File: src/rtl/dmem_arb_pkg.sv
// Shared types and widths for the data-memory arbiter between the CPU and the UART loader.
package dmem_arb_pkg;

  localparam int DMEM_AW      = 32;
  localparam int STARVE_CNT_W = 4;

  typedef enum logic [1:0] {
    SHARED = 2'd0,
    LOCKED = 2'd1,
    DRAIN  = 2'd2
  } arb_state_e;

endpackage

File: src/rtl/dmem_rvalid_pipe.sv
// Shift register that tracks outstanding loader reads and emits ldr_rvalid RD_LAT cycles after the grant.
module dmem_rvalid_pipe #(
  parameter int RD_LAT = 1
) (
  input  logic clock,
  input  logic reset_n,
  input  logic push,
  output logic rvalid,
  output logic empty
);

  logic [RD_LAT-1:0] sr;
  logic              busy;

  always_ff @(posedge clock or negedge reset_n) begin
    if (!reset_n) begin
      sr <= '0;
    end else begin
      sr[0] <= push;
      for (int i = 1; i < RD_LAT; i++) sr[i] <= sr[i-1];
    end
  end

  // The output stage delivers this cycle, so only the earlier stages count as still in flight.
  always_comb begin
    busy = 1'b0;
    for (int i = 0; i < RD_LAT - 1; i++) busy = busy | sr[i];
  end

  assign rvalid = sr[RD_LAT-1];
  assign empty  = ~busy;

endmodule

File: src/rtl/dmem_arbiter.sv
// Arbitrates the single-port data RAM between the CPU (fixed priority, starvation guard) and the loader,
// with a lock mode that hands the loader exclusive access during boot download.
module dmem_arbiter
  import dmem_arb_pkg::*;
#(
  parameter int STARVE_MAX = 4,
  parameter int RD_LAT     = 1
) (
  input  logic               clock,
  input  logic               reset_n,
  input  logic               cpu_req,
  input  logic               cpu_we,
  input  logic [DMEM_AW-1:0] cpu_addr,
  input  logic [31:0]        cpu_wdata,
  output logic [31:0]        cpu_rdata,
  output logic               cpu_stall,
  input  logic               ldr_lock,
  input  logic               ldr_req,
  input  logic               ldr_we,
  input  logic [DMEM_AW-1:0] ldr_addr,
  input  logic [31:0]        ldr_wdata,
  output logic               ldr_ack,
  output logic [31:0]        ldr_rdata,
  output logic               ldr_rvalid,
  output logic [DMEM_AW-1:0] mem_addr,
  output logic [31:0]        mem_wdata,
  output logic               mem_we,
  input  logic [31:0]        mem_rdata,
  output logic               locked
);

  localparam logic [STARVE_CNT_W-1:0] STARVE_LIM = STARVE_CNT_W'(STARVE_MAX);

  arb_state_e              state, state_nxt;
  logic [STARVE_CNT_W-1:0] starve_cnt;
  logic                    gnt_ldr, gnt_cpu;
  logic                    pipe_rvalid, pipe_empty;

  // DRAIN grants nobody; SHARED lets the loader in when the CPU is idle or has used up its run.
  always_comb begin
    gnt_ldr = ldr_req & ((state == LOCKED) |
              ((state == SHARED) & (~cpu_req | (starve_cnt == STARVE_LIM))));
    gnt_cpu = cpu_req & (state == SHARED) & ~gnt_ldr;
  end

  always_ff @(posedge clock or negedge reset_n) begin
    if (!reset_n) state <= SHARED;
    else          state <= state_nxt;
  end

  always_comb begin
    state_nxt = state;
    case (state)
      SHARED:  if (ldr_lock) state_nxt = LOCKED;
      LOCKED:  if (!ldr_lock) state_nxt = DRAIN;
      DRAIN: begin
        if (ldr_lock)        state_nxt = LOCKED;
        else if (pipe_empty) state_nxt = SHARED;
      end
      default: state_nxt = SHARED;
    endcase
  end

  always_comb begin
    mem_addr  = cpu_addr;
    mem_wdata = cpu_wdata;
    mem_we    = 1'b0;
    if (gnt_ldr) begin
      mem_addr  = ldr_addr;
      mem_wdata = ldr_wdata;
      mem_we    = ldr_we;
    end else if (gnt_cpu) begin
      mem_we = cpu_we;
    end
    cpu_stall  = cpu_req & ~gnt_cpu;
    ldr_ack    = gnt_ldr;
    ldr_rvalid = pipe_rvalid;
    locked     = (state != SHARED);
    // Hold every control/address output quiet while reset is asserted.
    if (!reset_n) begin
      mem_addr   = '0;
      mem_wdata  = '0;
      mem_we     = 1'b0;
      cpu_stall  = 1'b0;
      ldr_ack    = 1'b0;
      ldr_rvalid = 1'b0;
      locked     = 1'b0;
    end
  end

  always_ff @(posedge clock or negedge reset_n) begin
    if (!reset_n) begin
      starve_cnt <= '0;
    end else if (gnt_ldr || !ldr_req) begin
      starve_cnt <= '0;
    end else if (gnt_cpu && (starve_cnt != STARVE_LIM)) begin
      starve_cnt <= starve_cnt + 1'b1;
    end
  end

  assign cpu_rdata = mem_rdata;
  assign ldr_rdata = mem_rdata;

  dmem_rvalid_pipe #(
    .RD_LAT (RD_LAT)
  ) u_rvalid_pipe (
    .clock   (clock),
    .reset_n (reset_n),
    .push    (gnt_ldr & ~ldr_we),
    .rvalid  (pipe_rvalid),
    .empty   (pipe_empty)
  );

endmodule

File: config.mk
export PLATFORM = sky130hd
export DESIGN_NAME = dmem_arbiter
export DESIGN_NICKNAME = d
export VERILOG_FILES = /design/src/rtl/dmem_arb_pkg.sv /design/src/rtl/dmem_rvalid_pipe.sv /design/src/rtl/dmem_arbiter.sv
export SDC_FILE = /design/constraint.sdc
export NUM_CORES = 1
export LEC_CHECK = 0
export CAP_MARGIN = 40
export CORE_AREA = 2 2 118 120
export CTS_CLUSTER_DIAMETER = 60
export DETAILED_ROUTE_END_ITERATION = 8
export DIE_AREA = 0 0 120 122
export DONT_BUFFER_PORTS = 1
export PLACE_DENSITY = 0.3
export SKIP_LAST_GASP = 1
export SYNTH_ARGS = -nofsm -noshare
export SYNTH_HDL_FRONTEND = slang
export SYNTH_SLANG_ARGS = --single-unit
File: constraint.sdc
create_clock -name clock -period 3.46 [get_ports clock]
set_clock_uncertainty 0.05 [all_clocks]
set_input_delay 1.038 -clock clock [delete_from_list [all_inputs] [get_ports clock]]
set_output_delay 1.038 -clock clock [all_outputs]
set_load 0.05 [all_outputs]
==> results of run 1 <==
-- path summary, 6_finish.rpt --
kind                                           start                        endpoint  slack, ps  cells past startpoint
min                                          reset_n  u_rvalid_pipe.rvalid$_DFF_PN0_        450                      0
max in group asynchronous                    reset_n       starve_cnt[3]$_DFFE_PN0P_       2830                      0
min reg2reg                starve_cnt[1]$_DFFE_PN0P_       starve_cnt[1]$_DFFE_PN0P_        550                      2
min in group clock         starve_cnt[1]$_DFFE_PN0P_       starve_cnt[1]$_DFFE_PN0P_        550                      2
max                                          cpu_req                     mem_addr[9]        100                      6
max reg2reg                starve_cnt[0]$_DFFE_PN0P_       starve_cnt[3]$_DFFE_PN0P_       1760                      5
-- power by group --
| part | internal, mW | leakage (nW) | switching (mW) |
|---|---|---|---|
| Clock | 0.153 | 0.0382 | 0.0442 |
| Combinational | 0.408 | 1.38 | 0.428 |
| Sequential | 0.0849 | 0.0941 | 0.00352 |
| Total | 0.646 | 1.51 | 0.476 |
-- per-stage QoR --
stage | power (mW) | std cells | util (%) | setup slack, ps
after floorplan | 0.800 | 323 | - | -207
after global placement | 0.932 | 499 | 29.7 | 109
after detailed placement | 0.935 | 499 | 29.7 | 84.6
after CTS | 1.14 | 503 | 30.3 | 81.3
after global routing | 1.16 | 503 | 30.3 | 44.5
final | 1.12 | 503 | 30.3 | 104
-- Yosys cell counts --
master	count	area [um2]
buf_2	4	20.0
clkbuf_1	15	56.3
a21oi_2	2	17.5
and2_1	2	12.5
ha_1	2	25.0
inv_1	3	11.3
or3_1	1	6.26
mux2i_1	65	651
o21ai_0	3	15.0
o31ai_1	1	7.51
nor3b_1	2	15.0
or3b_4	1	11.3
a21boi_0	1	7.51
and3b_1	1	8.76
o311a_1	1	10.0
nor2b_1	2	12.5
buf_6	1	11.3
a21oi_1	3	15.0
nand4bb_1	1	11.3
dfrtp_1	7	175
nand2b_2	1	8.76
o211ai_1	1	7.51
nand2_1	129	484
or4_4	1	11.3
nand3b_1	1	7.51
nand3_1	4	20.0
buf_4	67	503
o21a_1	1	7.51
-- layout make-up --
cell class,instances,area (um2)
fill,1377,9420
multi-input combinational,226,2040
timing repair buffer,83,1560
tap,180,225
sequential,7,175
clock buffer,4,78.8
inverter,3,11.3
-- per-layer routing --
metal	global-route usage, %	up-vias	share of wire, %
li1	-	983	-
met1	10.1	925	31
met2	19.5	169	54
met3	3.46	8	14
met4	1.99	0	0.71
met5	0	-	0
-- worst reg2reg max path, delay by kind of cell (launching register included) --
family / cells / cell delay (ps)
fa+ha+maj: 1 / 220
simple gates: 2 / 750
compound gates: 1 / 150
buf+inv: 1 / 70
flops: 1 / 380
-- registers in the layout, summed over array words and instances, names as in the netlist --
register              cells
starve_cnt                4
state                     2
u_rvalid_pipe.rvalid      1
-- logic make-up after synthesis --
logic type	after synthesis	share of synthesized area [%]
mux	65	30.3
flops	7	8.15
fa+ha+maj	2	1.16
compound gates	13	4.07
simple gates	146	28.3
buf+inv	90	28.0
==> results.cfg, run 1 <==
[sta]
whs_ps = 453
final-hold-violation-count = 0
post-route-period-util_pct = 97.0
finalMaxSlewViolations = 0
worst_slew_pin_slew_ps = 498
max-slew-margin-rel_pct = 67.1
period_needed_ps = 3360
rsz0062_at_grt = false
final-setup-viol-count = 0
fin_setup_tns_ps = 0
fmaxAchievable_mhz = 298

[finish]
diodes = 0
design_area_mm2 = 0.00409
area_growth_pct = 90.2
nNetsFinal = 493
final_cell_mix = 129 x nand2_1, 75 x buf_12, 48 x mux2i_4
layout_commonest_cell = nand2_1
drive_above_1_share_pct = 47.7

[yosys]
syn_inst = 323
syn_area_mm2 = 0.00215
synth_seq_area_share_pct = 8.15
avgSynthCellArea_um2 = 6.65
ys_warn_count = 0
synth_seq_cells = 7
syn_nets = 492
synth_cell_types = 28

[power]
power_density_mw_per_mm2 = 274
vdd_drop_max_v = 0.000128
leakagePower_nw = 1.51

[placed_design]
port_buffers = 0
hpwl_mm = 6.95
place.gp.congestion = 0.737
placedInstanceArea_mm2 = 0.00401

[cts]
htreeDepth = 1
cts_tree = yes
holdBufCountCts = 0
clock_path_buffers = 2
clkTransAtPathRegs_ps = 40
cts_buffers = 3
post_cts_buffers = 0
cts_resized = 0
clock-root-buffer = clkbuf_16
clock_latency_ps = 230
cts_sinks = 7

[critical_path]
required_ps = 2370
worstSetupPathType = in -> out
max_stage_delay_ps = 270
crit_slowest_cell = mux2i_4
critPathMaxFanout = 11
worstPathCellList = nor2b_1 -> a21oi_4 -> buf_12 -> buf_4 -> mux2i_4 -> buf_12
cp.arrival_ps = 2270
cp_top_family = buffers and inverters
cp-end-kind = output pin
crit_buf_inv = 3
path_common_cell = buf_12
critPathLaunchType = primary input

[route]
via_per_inst = 4.15
wl_per_cell_um = 15.9
drc = 0
drt_iter0_drc = 69
first_pass_iters = 4
routed_wirelength_mm = 8.01
final_antenna_net_count = 0
dr_total_vias = 2085

[die]
io_pins = 300
rows = 43
dieArea_mm2 = 0.0146
core_area_mm2 = 0.0135
initial_core_util_pct = 15.9
die_height_um = 122
die_w_um = 120

[grt]
grt_usage_pct = 9.96
grt_antenna_before_repair = 0
first_global_vias = 2055
grt-ovfl-total = 0
grt_start_max_net_pins = 142
grt_pass1_wl_mm = 11.6

[min_path]
min_path_type = in -> async

[outcome]
status = complete, no violations

[job]
drv_cap = 0
No activity file was read; power rests on OpenSTA's default activity.
==> inputs of run 2 (changes only) <==
- CAP_MARGIN: 40 -> 20
- TNS_END_PERCENT: unset -> 30
==> results.cfg, run 2 (synthesis gave the netlist of run 1 again) <==
[die]
die_w_um = 120
io_pins = 300
initial_core_util_pct = 15.9
core_area_mm2 = 0.0135
die_height_um = 122
dieArea_mm2 = 0.0146
rows = 43

[critical_path]
path_common_cell = buf_12
worstSetupPathType = in -> out
critPathLaunchType = primary input
worstPathCellList = nor2b_1 -> a21oi_4 -> buf_12 -> buf_12 -> mux2i_2 -> buf_12
cp_top_family = buffers and inverters
crit_slowest_cell = mux2i_2
critPathMaxFanout = 14
max_stage_delay_ps = 280
required_ps = 2370
cp-end-kind = output pin
cp.arrival_ps = 2220
crit_buf_inv = 3

[finish]
post-route-util_pct = 25.1
drive_above_1_share_pct = 45.3
layout_commonest_cell = nand2_1
diodes = 0
n_fill_cell = 1473
area_growth_pct = 57.5
nNetsFinal = 490
largest_reg_flops = 4
regMostFlops = starve_cnt
final_cell_mix = 129 x nand2_1, 49 x buf_12, 47 x mux2i_2

[grt]
grt_start_max_net_pins = 142
grt_antenna_before_repair = 0
grt_pass1_wl_mm = 9.48
grtUsageMet2_pct = 13.6
busiest_layer = met2
met1_usage_pct = 9.14
grt_usage_pct = 7.84
grtUsageMet3_pct = 2.48
first_global_vias = 1896
grt-ovfl-total = 0

[sta]
fmaxAchievable_mhz = 302
final-setup-viol-count = 0
max-slew-margin-rel_pct = 66.9
post-route-period-util_pct = 95.6
worst_slew_pin_slew_ps = 500
rsz0062_at_grt = false
final-hold-violation-count = 0
finalMaxSlewViolations = 0
period_needed_ps = 3310

[power]
power_density_mw_per_mm2 = 288
power_uw = 974
vdd_drop_max_v = 0.000372
leakagePower_nw = 1.37

[cts]
clock_latency_ps = 230
htreeDepth = 1
cts_tree = yes
clock-root-buffer = clkbuf_16
clock_path_buffers = 2
clkTransAtPathRegs_ps = 30
holdBufCountCts = 0
cts_buffers = 3
post_cts_buffers = 0
cts_sinks = 7
cts_resized = 0

[min_path]
min_path_type = in -> async

[route]
wl_per_cell_um = 13.1
drc = 0
final_antenna_net_count = 0
first_pass_iters = 3
via_per_inst = 4.05
routed_wirelength_mm = 6.56
dr_total_vias = 2023
drt_iter0_drc = 41

[job]
drv_cap = 0

[placed_design]
port_buffers = 0
place.gp.congestion = 0.710
hpwl_mm = 5.51

[outcome]
status = complete, no violations
run 2: cell type report:
class,instances,area (um2),area share [%]
clock buffer,4,78.8,2.33
inverter,3,11.3,0.333
multi-input combinational,226,1680,49.7
sequential,7,175,5.17
tap,180,225,6.65
timing repair buffer,80,1210,35.8
run 2: final timing paths:
path / startpoint / endpoint / slack (ps) / cells past startpoint
setup / recovery: cpu_req / mem_wdata[19] / 150 / 6
hold / removal: reset_n / u_rvalid_pipe.rvalid$_DFF_PN0_ / 460 / 0
setup reg to reg: starve_cnt[0]$_DFFE_PN0P_ / starve_cnt[3]$_DFFE_PN0P_ / 1760 / 5
hold reg to reg: state[1]$_DFFE_PN0P_ / state[1]$_DFFE_PN0P_ / 510 / 2
max in group asynchronous: reset_n / starve_cnt[3]$_DFFE_PN0P_ / 2800 / 0
min in group clock: state[1]$_DFFE_PN0P_ / state[1]$_DFFE_PN0P_ / 510 / 2
run 2: metrics by stage:
step | cells | TNS (ps) | area, um2 | setup WS, ps | hold slack [ps]
global route | 500 | 0 | 3390 | 61.4 | 446
floorplan | 323 | -4830 | 2450 | -207 | 464
finish | 500 | 0 | 3390 | 151 | 456
global placement | 496 | 0 | 3310 | 148 | 519
detailed placement | 496 | 0 | 3310 | 133 | 509
CTS | 500 | 0 | 3390 | 132 | 452
run 2: power by group:
part / switching (mW) / total (mW) / leakage [nW] / internal (mW)
registers: 0.00227 / 0.0871 / 0.0941 / 0.0849
clock network: 0.0438 / 0.197 / 0.0382 / 0.153
logic: 0.381 / 0.689 / 1.23 / 0.308
run 2: worst register-to-register path: stages, from the launching register on:
cell	delay, ps
dfrtp_1	380
inv_1	70
ha_1	220
and3b_1	230
or4_4	520
a21oi_2	150
run 2: routing by layer:
| layer | vias to the layer above | wire (um) |
|---|---|---|
| li1 | 971 | - |
| met4 | 0 | 221 |
| met1 | 893 | 2330 |
| met5 | - | 0 |
| met2 | 124 | 3260 |
| met3 | 35 | 749 |
